## src/rtl/fastram_pkg.sv

```systemverilog
// Shared types and constants for the fast-RAM cycle controller.
// RAM_4MB_EN selects a two-bank (4MB) layout instead of the single 2MB bank.
package fastram_pkg;

  typedef enum logic [1:0] {
    ST_IDLE = 2'd0,
    ST_WAIT = 2'd1,
    ST_ACK  = 2'd2,
    ST_SKIP = 2'd3
  } state_t;

`ifdef RAM_4MB_EN
  localparam int BANK_COUNT = 2;
`else
  localparam int BANK_COUNT = 1;
`endif

  localparam int WAIT_STATES_MAX = 7;

endpackage

```

## src/rtl/fastram_cycle_ctrl_if.sv

```systemverilog
// 68000-side bus, autoconfig inputs and SRAM control pins of the fast-RAM controller.
// The CPU/board side drives through "master"; the controller uses "slave".
interface fastram_cycle_ctrl_if;
  logic       cpu_nas;
  logic       cpu_nuds;
  logic       cpu_nlds;
  logic       cpu_rnw;
  logic [2:0] AH;
  logic       ram_configured;
  logic [2:0] base_address;
  logic [1:0] ram_nce;
  logic       ram_noe;
  logic       ram_nwe_hi;
  logic       ram_nwe_lo;
  logic       dtack;
  logic       ram_busy;

  modport master (
    output cpu_nas, cpu_nuds, cpu_nlds, cpu_rnw, AH, ram_configured, base_address,
    input  ram_nce, ram_noe, ram_nwe_hi, ram_nwe_lo, dtack, ram_busy
  );

  modport slave (
    input  cpu_nas, cpu_nuds, cpu_nlds, cpu_rnw, AH, ram_configured, base_address,
    output ram_nce, ram_noe, ram_nwe_hi, ram_nwe_lo, dtack, ram_busy
  );
endinterface

```

## src/rtl/fastram_decode.sv

```systemverilog
// Combinational hit/bank decode of A[23:21] against the autoconfigured base.
// With RAM_4MB_EN the window doubles and A21 selects the bank.
module fastram_decode (
  input  logic [2:0] ah_i,
  input  logic       ram_configured_i,
  input  logic [2:0] base_address_i,
  output logic       hit_o,
  output logic       bank_o
);

`ifdef RAM_4MB_EN
  // Base is 4MB aligned, so its A21 bit carries no information here.
  logic unused_base_lsb;
  assign unused_base_lsb = base_address_i[0];
  assign hit_o  = ram_configured_i && (ah_i[2:1] == base_address_i[2:1]);
  assign bank_o = ah_i[0];
`else
  assign hit_o  = ram_configured_i && (ah_i == base_address_i);
  assign bank_o = 1'b0;
`endif

endmodule

```

## src/rtl/fastram_cycle_ctrl.sv

```systemverilog
// Sequences 68000 bus cycles onto the on-board fast SRAM with programmable wait states.
// Build option: RAM_4MB_EN enables the second 2MB bank (ram_nce[1]).
module fastram_cycle_ctrl
  import fastram_pkg::*;
#(
  parameter int WAIT_STATES = 0
) (
  input logic                  cpu_clk,
  input logic                  cpu_nreset,
  fastram_cycle_ctrl_if.slave  bus
);

  localparam int WS = (WAIT_STATES > WAIT_STATES_MAX) ? WAIT_STATES_MAX :
                      (WAIT_STATES < 0) ? 0 : WAIT_STATES;
  localparam logic [2:0] WS_LOAD = (WS == 0) ? 3'd0 : 3'(WS - 1);

  state_t     state_q, state_d;
  logic [2:0] cnt_q, cnt_d;
  logic       bank_q, bank_d;
  logic       rnw_q, rnw_d;
  logic       hit, bank;
  logic       active;
  logic [1:0] ram_nce_w;

  fastram_decode u_decode (
    .ah_i             (bus.AH),
    .ram_configured_i (bus.ram_configured),
    .base_address_i   (bus.base_address),
    .hit_o            (hit),
    .bank_o           (bank)
  );

  always_ff @(posedge cpu_clk or negedge cpu_nreset) begin
    if (!cpu_nreset) begin
      state_q <= ST_IDLE;
      cnt_q   <= 3'd0;
      bank_q  <= 1'b0;
      rnw_q   <= 1'b1;
    end else begin
      state_q <= state_d;
      cnt_q   <= cnt_d;
      bank_q  <= bank_d;
      rnw_q   <= rnw_d;
    end
  end

  // Decode happens only out of IDLE, so a cycle that turns into a hit late stays in SKIP.
  always_comb begin
    state_d = state_q;
    cnt_d   = cnt_q;
    bank_d  = bank_q;
    rnw_d   = rnw_q;
    if (bus.cpu_nas) begin
      state_d = ST_IDLE;
    end else begin
      case (state_q)
        ST_IDLE: begin
          if (hit) begin
            state_d = (WS > 0) ? ST_WAIT : ST_ACK;
            cnt_d   = WS_LOAD;
            bank_d  = bank;
            rnw_d   = bus.cpu_rnw;
          end else begin
            state_d = ST_SKIP;
          end
        end
        ST_WAIT: begin
          if (cnt_q == 3'd0) state_d = ST_ACK;
          else               cnt_d   = cnt_q - 3'd1;
        end
        default: ;
      endcase
    end
  end

  // Gating with /AS lets the SRAM strobes drop without waiting for the next clock edge.
  assign active = ((state_q == ST_WAIT) || (state_q == ST_ACK)) && !bus.cpu_nas;

  for (genvar gi = 0; gi < 2; gi++) begin : g_bank
    if (gi < BANK_COUNT) begin : g_used
      assign ram_nce_w[gi] = ~(active && (bank_q == 1'(gi)));
    end else begin : g_tied
      assign ram_nce_w[gi] = 1'b1;
    end
  end

  assign bus.ram_nce    = ram_nce_w;
  assign bus.ram_noe    = ~(active && rnw_q);
  assign bus.ram_nwe_hi = ~(active && !rnw_q && !bus.cpu_nuds);
  assign bus.ram_nwe_lo = ~(active && !rnw_q && !bus.cpu_nlds);
  assign bus.dtack      = (state_q == ST_ACK);
  assign bus.ram_busy   = (state_q != ST_IDLE);

endmodule

```

## src/flat_wrapper.sv

```systemverilog
// flat-port wrapper written by rule: the top's interface ports become plain ports
module fastram_cycle_ctrl_flat import fastram_pkg::*;
#(
  parameter int WAIT_STATES = 0
)
  (cpu_clk, cpu_nreset, bus_cpu_nas, bus_cpu_nuds, bus_cpu_nlds, bus_cpu_rnw, bus_AH, bus_ram_configured, bus_base_address, bus_ram_nce, bus_ram_noe, bus_ram_nwe_hi, bus_ram_nwe_lo, bus_dtack, bus_ram_busy);
  fastram_cycle_ctrl_if bus_i ();
  input logic cpu_clk;
  input logic cpu_nreset;
  input wire logic [$bits(bus_i.cpu_nas)-1:0] bus_cpu_nas;
  input wire logic [$bits(bus_i.cpu_nuds)-1:0] bus_cpu_nuds;
  input wire logic [$bits(bus_i.cpu_nlds)-1:0] bus_cpu_nlds;
  input wire logic [$bits(bus_i.cpu_rnw)-1:0] bus_cpu_rnw;
  input wire logic [$bits(bus_i.AH)-1:0] bus_AH;
  input wire logic [$bits(bus_i.ram_configured)-1:0] bus_ram_configured;
  input wire logic [$bits(bus_i.base_address)-1:0] bus_base_address;
  output wire logic [$bits(bus_i.ram_nce)-1:0] bus_ram_nce;
  output wire logic [$bits(bus_i.ram_noe)-1:0] bus_ram_noe;
  output wire logic [$bits(bus_i.ram_nwe_hi)-1:0] bus_ram_nwe_hi;
  output wire logic [$bits(bus_i.ram_nwe_lo)-1:0] bus_ram_nwe_lo;
  output wire logic [$bits(bus_i.dtack)-1:0] bus_dtack;
  output wire logic [$bits(bus_i.ram_busy)-1:0] bus_ram_busy;
  assign bus_i.cpu_nas = bus_cpu_nas;
  assign bus_i.cpu_nuds = bus_cpu_nuds;
  assign bus_i.cpu_nlds = bus_cpu_nlds;
  assign bus_i.cpu_rnw = bus_cpu_rnw;
  assign bus_i.AH = bus_AH;
  assign bus_i.ram_configured = bus_ram_configured;
  assign bus_i.base_address = bus_base_address;
  assign bus_ram_nce = bus_i.ram_nce;
  assign bus_ram_noe = bus_i.ram_noe;
  assign bus_ram_nwe_hi = bus_i.ram_nwe_hi;
  assign bus_ram_nwe_lo = bus_i.ram_nwe_lo;
  assign bus_dtack = bus_i.dtack;
  assign bus_ram_busy = bus_i.ram_busy;
  fastram_cycle_ctrl #(.WAIT_STATES(WAIT_STATES)) u_core (.cpu_clk(cpu_clk), .cpu_nreset(cpu_nreset), .bus(bus_i));
endmodule
```

## config.mk

```make
export PLATFORM = sky130hd
export DESIGN_NAME = fastram_cycle_ctrl_flat
export DESIGN_NICKNAME = d
export VERILOG_FILES = /design/src/rtl/fastram_pkg.sv /design/src/rtl/fastram_cycle_ctrl_if.sv /design/src/rtl/fastram_decode.sv /design/src/rtl/fastram_cycle_ctrl.sv /design/src/flat_wrapper.sv
export SDC_FILE = /design/constraint.sdc
export NUM_CORES = 1
export LEC_CHECK = 0
export ABC_CLOCK_PERIOD_IN_PS = 1900
export CAP_MARGIN = 20
export CORE_AREA = 2 2 39 41
export DETAILED_ROUTE_END_ITERATION = 7
export DIE_AREA = 0 0 41 43
export GPL_TIMING_DRIVEN = 0
export MAX_ROUTING_LAYER = met4
export PLACE_DENSITY = 0.71
export SLEW_MARGIN = 10
export SYNTH_ARGS = -nofsm -noshare
export SYNTH_HDL_FRONTEND = slang
export SYNTH_HIERARCHICAL = 1
export SYNTH_SLANG_ARGS = --single-unit
```

## constraint.sdc

```tcl
create_clock -name cpu_clk -period 1.9 [get_ports cpu_clk]
set_input_delay 0.19 -clock cpu_clk [delete_from_list [all_inputs] [get_ports cpu_clk]]
set_output_delay 0.19 -clock cpu_clk [all_outputs]
set_load 0.02 [all_outputs]
```

==> metrics.csv <==
stage,metric,value,unit
yosys,synth_top_family_by_area,simple AND/OR/NAND/NOR gates,
sta,fin_worst_skew,0.0004553,ns
worst_setup_path,cp-start-kind,flop,
floorplanning,die_w,41,um
pwr,combPwrFrac,58.7,%
sta,final.min_clock_period,1.781,ns
route,vias,381,
floorplanning,core_area,0.001384,mm2
route,routedWlPerCell,9.953,um
pwr,seqPwrFrac,27.1,%
pwr,p_per_area,1275,mW/mm2
clock_tree,cts_buffer_depth,2,
pwr,power.switching,356.5,uW
route,via_per_inst,4.430,
yosys,post_synth_fa_ha_maj_area_fraction,12.47,%
route,drt_wl_total,856,um
yosys,async_flop_share,100.0,%
sta,period_share,93.74,%
yosys,ys_seq_area_share,35.16,%
clock_tree,cts_tree,done,
worst_setup_path,worst-path-stages,4,
yosys,ys.flop_type,dfrtp_1,
pwr,p_int,555.8,uW
yosys,synth_edf_count,0,
route,dr.pass1.iters,2,
global_routing,grt_use_total,12.71,%
route,ant_nets,0,
sta,rsz0062_at_grt,no,
finish,antenna_cells,0,
worst_setup_path,required,1.71,ns
yosys,synth_compound_area_share,7.481,%
placed_design,dp_hpwl,737.7,um
yosys,synth-xor-area-share,5.237,%
clock_tree,clk_pin_slew,0.05,ns
yosys,avgSynthCellArea,10.45,um2
worst_setup_path,path_max_fanout,6,
worst_hold_path,hp-class,input pin to asynchronous set/reset pin,
pwr,p_leak,0.0003031,uW
sta,max_freq,0.5615,GHz
finish,seq_area,176.4,um2
worst_setup_path,crit_type,flop to output pin,
clock_tree,htree_levels,1,
finish,fillCellCount,137,
sta,finalSetupViolations,0,
global_routing,grt_max_degree,8,
yosys,yosys_warnings,6,
yosys,netlist_instances,48,
yosys,ys_types,22,
pwr,swShare,39.08,%
worst_setup_path,slowest_delay,0.59,ns
clock_tree,cts_root_buffer,clkbuf_4,
worst_setup_path,crit_arrival,1.59,ns
clock_tree,cts_buffers,3,
worst_setup_path,reg2reg_depth,5,
worst_setup_path,cpMostUsedCell,inv_1,
run_status,status,finished clean,
yosys,syn-cell-area,501.7,um2
yosys,yosys-mux-area-fraction,12.47,%
yosys,syn_nets,66,
worst_setup_path,cpLargestDelayFamily,buffers and inverters,
floorplanning,die_h,43,um
finish,multi_input_area,287.8,um2
placed_design,place_inst,82,
floorplanning,dieArea,0.001763,mm2
route,drc,0,
floorplanning,row_count,14,
floorplanning,pin_count,20,
floorplanning,initial_core_util,36.26,%
sta,slew_violations,0,
run,max_cap_violations,0,
worst_setup_path,crit_chain,"inv_1, ha_1, inv_1, clkdlybuf4s50_1",
pwr,p_total,912.4,uW
clock_tree,clkLatencyLatePin,0.24,ns
placed_design,routabilityCongestion,0.7028,
finish,synthToLayoutAreaGrowth,42.64,%
global_routing,grt_overflow_total,0,
sta,hold_violations,0,
pwr,peakVddDrop,0.6908,mV
worst_setup_path,slowest_stage,clkdlybuf4s50_1,
finish,final_cells,86,
worst_setup_path,cp-end-kind,output pin,
yosys,synthSimpleGateAreaFrac,18.20,%
worst_setup_path,path_buf_inv,3,
global_routing,antenna_found_initial,0,
global_routing,grt_first_pass_wirelength,1469,um
global_routing,grt_pass1_vias,351,
finish,drive_gt1_share,20.00,%
placed_design,portBuffers,18,
pwr,p_clk_share,14.2,%
clock_tree,cts_sinks,7,
yosys,ys_seq_elements,7,
route,drt_iter0_markers,4,
finish,final_nets,89,
flip-flops by register name, summed over array words and instances, names as in the netlist:
register	count
u_core/state_q	2
u_core/cnt_q	3
u_core/rnw_q	1
u_core/bank_q	1
per-stage QoR:
step / instance area (um2) / setup WS [ns] / hold slack (ns) / setup TNS [ns] / util, %
after floorplan: 501.7 / 0.3831 / -0.1056 / 0 / -
after global placement: 701.9 / -0.08700 / 0.4613 / -0.2158 / 50.72
after detailed placement: 701.9 / -0.06740 / 0.4701 / -0.1777 / 50.72
after CTS: 724.4 / 0.004492 / 0.1963 / 0 / 52.35
after global routing: 715.7 / 0.005563 / 0.2200 / 0 / 51.72
final: 715.7 / 0.1190 / 0.1989 / 0 / 51.72
synthesized netlist by cell type, types with 2 or more instances:
library cell | instances | share of area, %
xnor2_1 | 3 | 5.2
a21oi_1 | 2 | 2.0
or3_1 | 2 | 2.5
or2b_1 | 2 | 3.0
mux2i_1 | 4 | 8.0
mux2_2 | 2 | 4.5
dfrtp_1 | 6 | 30
ha_1 | 5 | 12
inv_1 | 6 | 4.5
nand3b_1 | 2 | 3.0
buf_4 | 2 | 3.0
conb_1 | 2 | 1.5
per-layer routing:
metal / track usage, % / up-vias / wire length [um]
met5: - / - / 0
met4: 6.000 / 0 / 0
met3: 4.712 / 0 / 37
met2: 17.81 / 11 / 426
met1: 15.72 / 172 / 392
li1: - / 198 / -
cell usage in the layout, fill, tap and decap left out, drive strengths merged, types with 3 or more instances in the layout:
cell / n
clkbuf: 7
mux2i: 4
dfrtp: 6
inv: 6
xnor2: 3
clkdlybuf4s50: 14
ha: 5
area by class of cell:
| class | instances | share of cell area, % |
|---|---|---|
| sequential | 7 | 24.65 |
| timing repair buffer | 18 | 23.43 |
| buffer | 2 | 2.098 |
| inverter | 6 | 3.147 |
| multi-input combinational | 33 | 40.21 |
| clock buffer | 4 | 3.671 |
| tap | 16 | 2.797 |
final timing paths:
path | slack [ns] | endpoint | start
max | 0.12 | bus_ram_busy | u_core/state_q[0]
min | 0.20 | u_core/bank_q | cpu_nreset
max reg2reg | 0.24 | u_core/cnt_q[1] | u_core/state_q[1]
min reg2reg | 0.50 | u_core/bank_q | u_core/bank_q
max in group asynchronous | 1.42 | u_core/rnw_q | cpu_nreset
min in group cpu_clk | 0.50 | u_core/bank_q | u_core/bank_q
repair_timing:
action	in CTS	in global routing
pin swaps	0	0
gates resized for setup	3	7
buffers inserted	0	0
gates cloned	0	0
hold buffers	0	0
setup endpoints to repair	3	4
power groups by stage:
stage | registers (uW) | logic, uW | clock network (uW)
floorplan | 242 | 402 | 0
global placement | 249 | 552 | 0
detailed placement | 252 | 564 | 0
CTS | 249 | 552 | 137
global route | 258 | 594 | 148
finish | 247 | 536 | 129
cell families after synthesis:
logic type               after synthesis
XOR/XNOR                               3
AND/OR/NAND/NOR                       14
buffers and inverters                  8
adder cells (fa/ha/maj)                5
AO/OA/AOI/OAI                          3
other                                  2
multiplexers                           6
flip-flops                             7
(Power assumes the default switching activity.)
